**src/rtl/commit_aggregator_mpu.sv**
```systemverilog
// commit_aggregator_mpu
//   Collects per-unit completion reports for every MPU issue number and
//   emits one commit per cycle toward the MPU commit table once all the
//   units named in the issue's participation mask have reported done.
//   Completed entries are committed in round-robin order.
//
// Entry states:
//   state | meaning
//   IDLE  | entry free, no issue outstanding
//   WAIT  | issued, at least one participating unit still pending
//   READY | all units reported, waiting for a commit grant
//
// Ports:
//   clock, reset   clock and asynchronous active-high reset
//   I_Req_Issue    dispatch registers issue I_Issue_No with mask I_Issue_Mask
//   I_Done         per-unit done strobe; unit u reports I_Done_No[u*WIDTH_NO +: WIDTH_NO]
//   O_Req_Commit   one-cycle commit pulse, O_Commit_No names the issue
//   O_Num_Pend     registered count of entries in WAIT or READY
//   O_Err          sticky protocol-error flag
module commit_aggregator_mpu #(
  parameter int NUM_UNIT  = 4,
  parameter int NUM_ENTRY = 16,
  parameter int WIDTH_NO  = $clog2(NUM_ENTRY)
) (
  input  logic                         clock,
  input  logic                         reset,
  input  logic                         I_Req_Issue,
  input  logic [WIDTH_NO-1:0]          I_Issue_No,
  input  logic [NUM_UNIT-1:0]          I_Issue_Mask,
  input  logic [NUM_UNIT-1:0]          I_Done,
  input  logic [NUM_UNIT*WIDTH_NO-1:0] I_Done_No,
  output logic                         O_Req_Commit,
  output logic [WIDTH_NO-1:0]          O_Commit_No,
  output logic [WIDTH_NO:0]            O_Num_Pend,
  output logic                         O_Err
);

  typedef enum logic [1:0] {IDLE, WAIT, READY} entry_state_t;

  entry_state_t        state   [NUM_ENTRY];
  entry_state_t        state_n [NUM_ENTRY];
  logic [NUM_UNIT-1:0] pend    [NUM_ENTRY];
  logic [NUM_UNIT-1:0] pend_n  [NUM_ENTRY];
  logic [NUM_UNIT-1:0] clr     [NUM_ENTRY];
  logic [WIDTH_NO-1:0] ptr;
  logic [WIDTH_NO-1:0] scan_idx;
  logic [WIDTH_NO-1:0] grant_no;
  logic                found;
  logic                issue_hit;
  logic                err_now;
  logic [WIDTH_NO:0]   count_n;

  // Round-robin pick among entries that are READY in the current state, so
  // an entry turning READY at this edge is only grantable from the next one.
  // NUM_ENTRY is a power of two, so the index addition wraps by itself.
  always_comb begin
    found    = 1'b0;
    grant_no = '0;
    scan_idx = '0;
    for (int i = 0; i < NUM_ENTRY; i++) begin
      scan_idx = ptr + WIDTH_NO'(i);
      if (!found && state[scan_idx] == READY) begin
        found    = 1'b1;
        grant_no = scan_idx;
      end
    end
  end

  // Per-entry next state. Offending events are dropped and flagged; an issue
  // and a done aimed at the same IDLE entry keep the issue and drop the done.
  always_comb begin
    err_now   = 1'b0;
    count_n   = '0;
    issue_hit = 1'b0;
    for (int e = 0; e < NUM_ENTRY; e++) begin
      state_n[e] = state[e];
      pend_n[e]  = pend[e];
      clr[e]     = '0;
      for (int u = 0; u < NUM_UNIT; u++) begin
        if (I_Done[u] && I_Done_No[u*WIDTH_NO +: WIDTH_NO] == WIDTH_NO'(e)) begin
          if (state[e] == WAIT && pend[e][u]) clr[e][u] = 1'b1;
          else                                err_now   = 1'b1;
        end
      end
      issue_hit = I_Req_Issue && (I_Issue_No == WIDTH_NO'(e));
      case (state[e])
        IDLE: begin
          if (issue_hit) begin
            if (|I_Issue_Mask) begin
              state_n[e] = WAIT;
              pend_n[e]  = I_Issue_Mask;
            end else begin
              state_n[e] = READY;
            end
          end
        end
        WAIT: begin
          if (issue_hit) err_now = 1'b1;
          pend_n[e] = pend[e] & ~clr[e];
          if (pend_n[e] == '0) state_n[e] = READY;
        end
        READY: begin
          if (issue_hit) err_now = 1'b1;
          if (found && grant_no == WIDTH_NO'(e)) state_n[e] = IDLE;
        end
        default: state_n[e] = IDLE;
      endcase
      if (state_n[e] != IDLE) count_n = count_n + (WIDTH_NO+1)'(1);
    end
  end

  always_ff @(posedge clock or posedge reset) begin
    if (reset) begin
      for (int e = 0; e < NUM_ENTRY; e++) begin
        state[e] <= IDLE;
        pend[e]  <= '0;
      end
      ptr          <= '0;
      O_Req_Commit <= 1'b0;
      O_Commit_No  <= '0;
      O_Num_Pend   <= '0;
      O_Err        <= 1'b0;
    end else begin
      for (int e = 0; e < NUM_ENTRY; e++) begin
        state[e] <= state_n[e];
        pend[e]  <= pend_n[e];
      end
      O_Num_Pend   <= count_n;
      O_Err        <= O_Err | err_now;
      O_Req_Commit <= found;
      if (found) begin
        O_Commit_No <= grant_no;
        ptr         <= grant_no + WIDTH_NO'(1);
      end
    end
  end

endmodule

```
**config.mk**
```make
export PLATFORM = sky130hd
export DESIGN_NAME = commit_aggregator_mpu
export DESIGN_NICKNAME = d
export VERILOG_FILES = /design/src/rtl/commit_aggregator_mpu.sv
export SDC_FILE = /design/constraint.sdc
export NUM_CORES = 1
export LEC_CHECK = 0
export CAP_MARGIN = 10
export CORE_UTILIZATION = 45
export DETAILED_ROUTE_END_ITERATION = 10
export GPL_TIMING_DRIVEN = 0
export PLACE_DENSITY = 0.7
export SLEW_MARGIN = 20
export SYNTH_ARGS = -nofsm -noshare
export SYNTH_HDL_FRONTEND = slang
export SYNTH_SLANG_ARGS = --single-unit
```
**constraint.sdc**
```tcl
create_clock -name clock -period 40.9 [get_ports clock]
set_input_delay 8.18 -clock clock [delete_from_list [all_inputs] [get_ports clock]]
set_output_delay 8.18 -clock clock [all_outputs]
set_load 0.005 [all_outputs]
```
==> metrics.md <==
| Metric | Value |
|---|---|
| Met2 track demand over resource in global routing | `0.476` |
| DRT antenna net count | `0` |
| Share of layout cells above drive strength 1 | `0.0760` |
| Worst clock skew | `0.0117 ns` |
| Worst path required time | `about 41 ns` |
| WP buf/inv | `8` |
| Number of failing setup endpoints in the final timing report | `0` |
| GRT Util Overall | `0.307` |
| Initial drt markers | `~1400` |
| Number of hold buffers added after CTS | `0` |
| Sequential element share of the synthesized area | `0.219` |
| Minimum clock period after layout | `20.97 ns` |
| Flip-flop and latch count after synthesis | `111` |
| Total clock buffers created by CTS | `9` |
| Number of global-route vias before repair | `12117` |
| Horizontal extent of the die | `170 um` |
| Global-route met3 utilization | `0.0469` |
| Cell seen most often among critical-path stages | `sky130_fd_sc_hd__ha_1` |
| Run status | `finished clean` |
| Average detailed-routed wire length per instance | `22.2 um` |
| Grt peak-use layer | `met2` |
| Wire length of the first global-routing pass | `68100 um` |
| Combined area of all synthesized cells | `approximately 13000 um2` |
| Antenna violations before repair | `0` |
| H-tree levels | `3` |
| Hold path depth | `2` |
| Max-slew violation total from the final report | `0` |
| Transition time of the tightest slew-check pin | `approximately 1.1 ns` |
| Master of the slowest instance on the critical path | `sky130_fd_sc_hd__clkbuf_1` |
| Number of cell instances on the worst register-to-register path | `65` |
| Worst slew slack as a fraction of its limit | `0.242` |
| Path category of the worst min-delay check | `flip-flop to flip-flop` |
| First-pass iteration count of the detailed router | `6` |
| Arrival time at the worst endpoint | `approximately 21 ns` |
| Warnings, synthesis | `0` |
| Classification of the worst setup path | `input port to flip-flop` |
| Leading cell type in the layout, fill and taps excluded | `sky130_fd_sc_hd__nand2_1` |
| Routability cong. | `around 1` |
| Clock Root Buffer | `sky130_fd_sc_hd__clkbuf_16` |
| Buffer depth of the longest clock path | `2` |
| Final wirelength | `43700 um` |
| PostCTS Resize Cnt | `0` |
| # port buffers | `30` |
| Floorplan die height | `170 um` |
| Remaining DRCs | `0` |
| Count of cell instances traversed by the critical path | `54` |
| Most frequent cells in the layout | `159 x sky130_fd_sc_hd__nand2_1, 116 x sky130_fd_sc_hd__a21oi_1, 113 x sky130_fd_sc_hd__nor2_1, 111 x sky130_fd_sc_hd__dfrtp_1, 90 x sky130_fd_sc_hd__ha_1` |
| Dominant combinational cell family by area after synthesis | `compound AO/OA/AOI/OAI gates` |
| Buffers inserted by post-CTS timing repair | `0` |
| Clock-pin slew on the worst setup and hold paths | `0.09 ns` |
| Adder and majority gate portion of the synthesized area | `0.0897` |
| Unrepaired setup endpoints after global routing | `false` |
| Total negative slack for setup checks | `0 ns` |
| Number of clock sinks | `111` |
| Post-Syn Nets | `1667` |
| Synthesized-area fraction occupied by xor and xnor cells | `0.0482` |
| Largest net degree at the start of global routing | `between 60 and 70` |
| Post-synthesis mux area share | `0.0981` |
| Total number of placement rows | `a little over 60` |
| Crit path capture type | `flip-flop` |
| Share of synthesized flip-flops with an asynchronous set or reset | `1.00` |
| Vias post-DR | `12786` |
| FMAX | `47.7 MHz` |
| Total count of hold-check failures in the final report | `0` |
| Post-DR vias/cell | `6.49` |
| Maximum Capacitance Violations | `0` |
| Synth Area in Compound Gates | `0.278` |
| Number of flops mapped to enable cells by yosys | `0` |
| Final Cycle Share | `0.513` |
| Sum of net half-perimeters after detailed placement | `~34000 um` |
| Clock latency on the worst-skew pair | `0.36 ns` |
| Fin nets | `1709` |
| Area share of and/or/nand/nor cells after synthesis | `0.218` |
| Mean cell area of the mapped netlist | `8.20 um2` |
| Area added between synthesis and finish | `8.76%` |
| Global route overflow | `0` |
| Area inside the core boundary | `~28000 um2` |
| Number of diodes | `0` |
| Delay of the slowest cell on the worst path | `~0.58 ns` |
| Initial cell density of the core | `0.457` |
| Boundary pin count | `42` |
| Distinct cell type count after synthesis | `97` |
| Synthesized netlist cell count | `1546` |
| Full die area | `about 29000 um2` |
| Maximum fanout count along the critical path | `10` |
| Clock tree from TritonCTS | `done` |
| Most frequently used flop master after synthesis | `sky130_fd_sc_hd__dfrtp_1` |
| Met1 Track Usage GR | `0.394` |
| Delay-heaviest family, CP | `adder cells` |
| Startpoint kind of the worst setup timing path | `input port` |
worst register-to-register path: cells and delay by family (launching register included):
kind,cells,cell delay (ns)
AOI/OAI and AO/OA,17,4.30
xor gates and xnor gates,3,1.09
adders and majority gates,16,4.78
buffers and inverters,8,1.77
DFF,1,0.48
muxes,8,2.41
and+or+nand+nor,13,1.69
layer usage:
layer | vias up | part of all wire | routed length [um]
met1 | 6092 | 0.41 | 18000
li1 | 5844 | - | -
met3 | 171 | 0.079 | 3440
met5 | - | 0 | 0
met4 | 0 | 0.074 | 3250
met2 | 679 | 0.44 | 19000
kinds of logic (layout without fill, tap and decap cells):
logic type / count (synthesis) / in the layout
AOI/OAI and AO/OA: 504 / 504
muxes: 82 / 82
DFF: 111 / 111
adders and majority gates: 91 / 91
xor gates and xnor gates: 54 / 54
buffers and inverters: 149 / 195
and+or+nand+nor: 555 / 555
per-stage QoR:
step	instances	hold WS [ns]	worst slack, ns	instance area [um2]	utilization
global placement	1954	0.464	19.92	13400	0.485
CTS	1970	0.488	20.07	13800	0.497
global route	1970	0.518	19.09	13800	0.497
detailed placement	1955	0.467	19.73	13500	0.486
finish	1970	0.481	19.93	13800	0.497
floorplan	1546	0.471	21.74	12700	-
state kept, by name (all words and copies together), names as in the netlist:
| name | count |
|---|---|
| state | 32 |
| O_Err | 1 |
| O_Commit_No | 4 |
| ptr | 4 |
| O_Num_Pend | 5 |
| pend | 64 |
| O_Req_Commit | 1 |
cell type report:
class	count	area, um2
sequential	111	2780
buffer	69	322
clock buffer	9	225
timing repair buffer	31	328
fill	2660	13900
multi-input combinational	1286	9270
inverter	80	308
tap	378	473
clock inverter	6	78.8
Yosys cell counts, types with 6 or more instances:
| master | n | area (um2) |
|---|---|---|
| sky130_fd_sc_hd__a31oi_1 | 23 | 144 |
| sky130_fd_sc_hd__o31ai_1 | 6 | 45.0 |
| sky130_fd_sc_hd__and2_1 | 11 | 68.8 |
| sky130_fd_sc_hd__nor3b_1 | 6 | 45.0 |
| sky130_fd_sc_hd__a21o_1 | 73 | 548 |
| sky130_fd_sc_hd__buf_2 | 8 | 40.0 |
| sky130_fd_sc_hd__nor2b_1 | 35 | 219 |
| sky130_fd_sc_hd__inv_1 | 77 | 289 |
| sky130_fd_sc_hd__o21ai_0 | 74 | 370 |
| sky130_fd_sc_hd__o22ai_1 | 14 | 87.6 |
| sky130_fd_sc_hd__dfrtp_1 | 111 | 2780 |
| sky130_fd_sc_hd__nand4_1 | 18 | 113 |
| sky130_fd_sc_hd__ha_1 | 90 | 1130 |
| sky130_fd_sc_hd__a221oi_1 | 12 | 105 |
| sky130_fd_sc_hd__nand2b_1 | 33 | 206 |
| sky130_fd_sc_hd__nand3b_1 | 7 | 52.6 |
| sky130_fd_sc_hd__or2_2 | 9 | 56.3 |
| sky130_fd_sc_hd__xnor2_1 | 28 | 245 |
| sky130_fd_sc_hd__a21boi_0 | 7 | 52.6 |
| sky130_fd_sc_hd__mux2i_1 | 36 | 360 |
| sky130_fd_sc_hd__a22oi_1 | 16 | 120 |
| sky130_fd_sc_hd__nor3_1 | 19 | 95.1 |
| sky130_fd_sc_hd__xor2_1 | 13 | 114 |
| sky130_fd_sc_hd__nor2_1 | 113 | 424 |
| sky130_fd_sc_hd__o21a_1 | 10 | 75.1 |
| sky130_fd_sc_hd__nand2_1 | 159 | 597 |
| sky130_fd_sc_hd__clkbuf_1 | 51 | 191 |
| sky130_fd_sc_hd__a2111oi_0 | 6 | 52.6 |
| sky130_fd_sc_hd__a22o_1 | 72 | 631 |
| sky130_fd_sc_hd__nand3_1 | 86 | 430 |
| sky130_fd_sc_hd__mux2_2 | 13 | 146 |
| sky130_fd_sc_hd__a311oi_1 | 6 | 52.6 |
| sky130_fd_sc_hd__nor4_1 | 13 | 81.3 |
| sky130_fd_sc_hd__a21oi_1 | 116 | 581 |
| sky130_fd_sc_hd__mux4_2 | 31 | 698 |
| sky130_fd_sc_hd__and3_1 | 15 | 93.8 |
| sky130_fd_sc_hd__a31o_2 | 7 | 61.3 |
final timing paths:
path / from / to / slack [ns]
worst max-delay path: I_Issue_Mask[0] / O_Num_Pend[4] / 19.93
worst min-delay path: O_Commit_No[1] / O_Commit_No[1] / 0.48
worst max register to register: ptr[1] / O_Num_Pend[4] / 24.27
worst min register to register: O_Commit_No[1] / O_Commit_No[1] / 0.48
max in group asynchronous: reset / pend[31] / 31.96
min in group asynchronous: reset / state[22] / 8.21
Power is left out: the tool's default activity adds up to more than one toggle a clock period on the data nets, which glitch-free logic cannot reach.
